==> config.mk <==
export PLATFORM = sky130hd
export DESIGN_NAME = maxnet_engine
export DESIGN_NICKNAME = d
export VERILOG_FILES = /design/src/rtl/maxnet_engine.sv
export SDC_FILE = /design/constraint.sdc
export NUM_CORES = 1
export LEC_CHECK = 0
export CAP_MARGIN = 15
export CORE_ASPECT_RATIO = 2
export CORE_MARGIN = 3
export CORE_UTILIZATION = 60
export CTS_CLUSTER_SIZE = 10
export DETAILED_ROUTE_END_ITERATION = 6
export PLACE_DENSITY = 0.89
export SETUP_SLACK_MARGIN = 0.4
export SYNTH_ARGS = -nofsm -noshare
export SYNTH_HDL_FRONTEND = slang
export SYNTH_SLANG_ARGS = --single-unit
==> constraint.sdc <==
create_clock -name clk -period 11 [get_ports clk]
set_input_delay 3.3 -clock clk [delete_from_list [all_inputs] [get_ports clk]]
set_output_delay 3.3 -clock clk [all_outputs]
set_load 0.005 [all_outputs]
==> src/rtl/maxnet_engine.sv <==
`default_nettype none
// +--------------------------------------------------------------------------+
// | maxnet_engine: parametrised Maxnet winner-take-all engine, one           |
// | lateral-inhibition iteration per clock, with tie/timeout detection.      |
// | Revision: 1.0                                                            |
// +--------------------------------------------------------------------------+
module maxnet_engine #(
  parameter int N_CH      = 4,
  parameter int DATA_W    = 32,
  parameter int EPS_SHIFT = 2,
  parameter int MAX_ITER  = 64,
  parameter int IDX_W     = $clog2(N_CH),
  parameter int CNT_W     = $clog2(MAX_ITER + 1)
) (
  input  logic                   clk,
  input  logic                   rst,
  input  logic                   start,
  input  logic [N_CH*DATA_W-1:0] x_in,
  output logic                   busy,
  output logic                   done,
  output logic [DATA_W-1:0]      max_value,
  output logic [IDX_W-1:0]       max_index,
  output logic [CNT_W-1:0]       iter_count,
  output logic                   tie,
  output logic                   timeout,
  output logic                   no_winner
);

  // Sum headroom: N_CH values of DATA_W bits never overflow this width.
  localparam int SUM_W = DATA_W + IDX_W + 1;

  typedef enum logic [1:0] {
    S_IDLE = 2'd0,
    S_RUN  = 2'd1,
    S_DONE = 2'd2
  } state_t;

  state_t            r_state;
  logic [DATA_W-1:0] r_work [N_CH];
  logic [DATA_W-1:0] r_orig [N_CH];
  logic [CNT_W-1:0]  r_iter;

  logic [SUM_W-1:0]  w_sum;
  logic [DATA_W-1:0] w_nxt [N_CH];
  logic [IDX_W:0]    w_nz;
  logic [IDX_W-1:0]  w_low;
  logic              w_allz;

  always_comb begin
    w_sum = '0;
    for (int i = 0; i < N_CH; i++) begin
      w_sum = w_sum + SUM_W'(r_work[i]);
    end
  end

  for (genvar g = 0; g < N_CH; g++) begin : g_ch
    logic [SUM_W-1:0] w_inh;
    assign w_inh    = (w_sum - SUM_W'(r_work[g])) >> EPS_SHIFT;
    // inh < work here, so its low DATA_W bits carry the full value.
    assign w_nxt[g] = (SUM_W'(r_work[g]) > w_inh) ? r_work[g] - w_inh[DATA_W-1:0] : '0;
  end

  always_comb begin
    w_nz   = '0;
    w_low  = '0;
    w_allz = 1'b1;
    for (int i = N_CH - 1; i >= 0; i--) begin
      if (r_work[i] != '0) begin
        w_nz  = w_nz + (IDX_W + 1)'(1);
        w_low = IDX_W'(i);
      end
      if (w_nxt[i] != '0) begin
        w_allz = 1'b0;
      end
    end
  end

  always_ff @(posedge clk or negedge rst) begin
    if (!rst) begin
      r_state    <= S_IDLE;
      r_iter     <= '0;
      busy       <= 1'b0;
      done       <= 1'b0;
      max_value  <= '0;
      max_index  <= '0;
      iter_count <= '0;
      tie        <= 1'b0;
      timeout    <= 1'b0;
      no_winner  <= 1'b0;
      for (int i = 0; i < N_CH; i++) begin
        r_work[i] <= '0;
        r_orig[i] <= '0;
      end
    end else begin
      done <= 1'b0;
      case (r_state)
        S_IDLE: begin
          if (start) begin
            for (int i = 0; i < N_CH; i++) begin
              r_work[i] <= x_in[i*DATA_W +: DATA_W];
              r_orig[i] <= x_in[i*DATA_W +: DATA_W];
            end
            r_iter     <= '0;
            busy       <= 1'b1;
            max_value  <= '0;
            max_index  <= '0;
            iter_count <= '0;
            tie        <= 1'b0;
            timeout    <= 1'b0;
            no_winner  <= 1'b0;
            r_state    <= S_RUN;
          end
        end
        S_RUN: begin
          if (w_nz == '0) begin
            no_winner  <= 1'b1;
            iter_count <= r_iter;
            done       <= 1'b1;
            r_state    <= S_DONE;
          end else if (w_nz == (IDX_W + 1)'(1) || w_allz || r_iter == CNT_W'(MAX_ITER)) begin
            // Priority order: single survivor, then tie, then timeout.
            tie        <= (w_nz != (IDX_W + 1)'(1)) && w_allz;
            timeout    <= (w_nz != (IDX_W + 1)'(1)) && !w_allz;
            max_index  <= w_low;
            max_value  <= r_orig[w_low];
            iter_count <= r_iter;
            done       <= 1'b1;
            r_state    <= S_DONE;
          end else begin
            for (int i = 0; i < N_CH; i++) begin
              r_work[i] <= w_nxt[i];
            end
            r_iter <= r_iter + CNT_W'(1);
          end
        end
        S_DONE: begin
          busy    <= 1'b0;
          r_state <= S_IDLE;
        end
        default: r_state <= S_IDLE;
      endcase
    end
  end

endmodule
`default_nettype wire
==> run summary <==
# clock sinks -> 311
post-route setup TNS -> 0 ns
clk buf depth -> 3
Req. time, crit path -> 11.48 ns
synth warn -> 0
Clock Tree Root -> clkbuf_16
Vias -> 29,700
DR vias/cell -> 6.80
H-tree depth -> 2
initial core utilization -> 60.7%
Final Cycle Share -> 94.2%
synth unique cells -> 90
Synth top area share -> 26.0%
synthesized flop and latch total -> 311
Worst-path clk slew -> 0.06 ns
M2 GR Usage -> 70.2%
initial antenna violation count -> 3
pin count of the biggest net entering global routing -> 138
Total GRT Usage -> 42.2%
Seq/Total Area, Yosys -> 26.0%
DRC violations left -> 0
grt peak-use layer -> met2
met3 Use GR -> 8.31%
commonest cells in the synthesized netlist -> nand2_1, dfrtp_1, ha_1
ys flop type -> dfrtp_1
vias in the first global route -> 29,900
Mapped Area -> 29,900 um2
hold depth -> 2
final setup vio count -> 0
Syn Inst Count -> 3,564
share of layout cells above drive strength 1 -> 6.72%
die area -> 52,700 um2
antenna viol nets, final -> 0
final hold vios -> 0
count leader, synth -> nand2_1
Net Count, Synth -> 4,055
routability-driven placement congestion ratio -> 1.11
first-pass GRT wire length -> 168,000 um
Critical R2R Capture -> iter_count[2]
fin crit period -> 10.37 ns
die width -> 164 um
Post-synth EDFFs -> 0
Max transition margin -> 21.9%
Fin Clk Skew -> 0.0380 ns
total grt overflow -> 0
CP Launch Type -> register
hold buffers post-CTS -> 0
start of the worst register-to-register path -> r_work[65]
drt first pass iters -> 6
WP data arrival -> 10.84 ns
worst r2r path cells -> 37
DR WL/cell -> 26.1 um
Async S/R FF share, synth -> 100%
fmax -> 96.5 MHz
Buf/Inv on CP -> 4
syn avg cell area -> 8.38 um2
CP endpoint kind -> register
Die Ht -> 322 um
FP Rows -> 115
Worst-Skew Late Latency -> 0.58 ns
Final #Nets -> 4,206
CTS tree -> done
TritonCTS buffer count -> 37
met1 capacity usage during global routing -> 44.6%
Yosys top cell by area -> dfrtp_1
Synth area leaders -> dfrtp_1, ha_1, nand2_1, a21oi_1, fa_1
HPWL after DPL -> 87,200 um
RSZ-0062 raised after global routing -> no
number of filler cells placed in the layout -> 3,868
DRT Wirelength -> 114,000 um
Final Slew Violations -> 0
Iter 0 DRT Violations -> 2,922
flop2flop setup slack -> 0.63 ns
Core Area -> 49,200 um2
slowest CP cell -> ha_1
min-delay src -> r_orig[76]
Setup CP Type -> register to register
CP delay by family, top -> compound AO/OA/AOI/OAI gates
CP Launch Point -> r_work[65]
Hold Path Class -> register to register
worst slew pin tran -> 1.16 ns
maxcap violations -> 0
Hold EP -> r_orig[76]
area grow syn2layout -> 13.6%
IO Pins -> 177
Critical Path Max Stage Delay -> 0.74 ns
status -> completed
Buffers on Ports -> 176
Max FO, Critical Path -> 5
## stage by stage
| stage | utilization (%) | std cells | hold slack (ns) | area [um2] | worst slack (ns) |
|---|---|---|---|---|---|
| detailed placement | 65.8 | 4307 | 0.458 | 32400 | 0.0778 |
| CTS | 68.1 | 4355 | 0.471 | 33500 | 0.449 |
| finish | 69.0 | 4366 | 0.473 | 33900 | 0.633 |
| floorplan | - | 3564 | 0.440 | 29900 | 1.83 |
| global route | 69.0 | 4364 | 0.483 | 33900 | 0.338 |
| global placement | 65.8 | 4306 | 0.452 | 32400 | 0.209 |
## how the worst max path moves through the flow
stage | to | cells past startpoint
after global placement | r_iter[1] | 40
after detailed placement | iter_count[0] | 40
final | iter_count[2] | 37
after CTS | r_work[122] | 42
after global routing | r_work[116] | 43
after floorplan | r_work[124] | 40
## tightest hold or removal path, cell delays in order (launching register included)
cell     delay [ns]
dfrtp_1        0.34
nand2_1        0.05
nand2_1        0.05
## repair_timing
item,4_1_cts,5_1_grt
gates cloned,1,2
pin swaps,1,7
gates resized for setup,7,68
setup buffers,2,7
setup endpoints to repair,177,186
## layout make-up
type / count / area (um2) / area share, %
diodes: 2 / 5.00 / 0.0147
clock buffers: 41 / 961 / 2.83
clock inverters: 4 / 46.3 / 0.136
inverters: 280 / 1050 / 3.10
multi-input cells: 2847 / 20900 / 61.6
flip-flops and latches: 311 / 7780 / 22.9
well taps: 643 / 805 / 2.37
repair buffers: 238 / 2390 / 7.05
## sequential cells by signal, indices dropped and copies added (netlist names), 2 cells and up
signal      count
iter_count      7
r_work        128
max_index       2
max_value      32
r_orig        128
r_state         2
r_iter          7
## kinds of logic (layout without fill, tap and decap cells)
kind of cell               after synthesis  after routing  share of synthesized area [%]
buffers and inverters                  406            563                           5.40
xor gates and xnor gates               227            227                           6.65
AOI/OAI and AO/OA                      844            844                           18.4
muxes                                  174            174                           7.23
and+or+nand+nor                       1242           1242                           19.5
other                                    0              2                              0
adders and majority gates              360            360                           16.8
DFF                                    311            311                           26.0
## routing by layer
layer  vias to the layer above  part of all wire, %
li1                      13000                    -
met1                     14200                   33
met2                      1802                   47
met3                       673                  8.7
met4                         0                   11
met5                         -                    0
## placed cells by master (no fill, tap or decap), types with 28 or more instances in the layout
| master | n |
|---|---|
| o21ai_0 | 136 |
| o21a_1 | 56 |
| nand4_1 | 49 |
| nand2b_1 | 56 |
| ha_1 | 289 |
| mux4_2 | 32 |
| nor2_1 | 153 |
| a21o_1 | 80 |
| nand2_1 | 544 |
| buf_4 | 49 |
| nor3_1 | 164 |
| nor4_1 | 41 |
| xor2_1 | 99 |
| clkdlybuf4s50_1 | 175 |
| clkbuf_16 | 39 |
| or2_2 | 28 |
| a21oi_1 | 269 |
| fa_1 | 68 |
| inv_1 | 279 |
| nor2b_1 | 32 |
| xnor2_1 | 116 |
| mux2i_1 | 128 |
| o2bb2ai_1 | 34 |
| dfrtp_1 | 311 |
| nand3_1 | 59 |
Power is left out: the tool's default activity adds up to more than one toggle a clock period on the data nets, which glitch-free logic cannot reach.
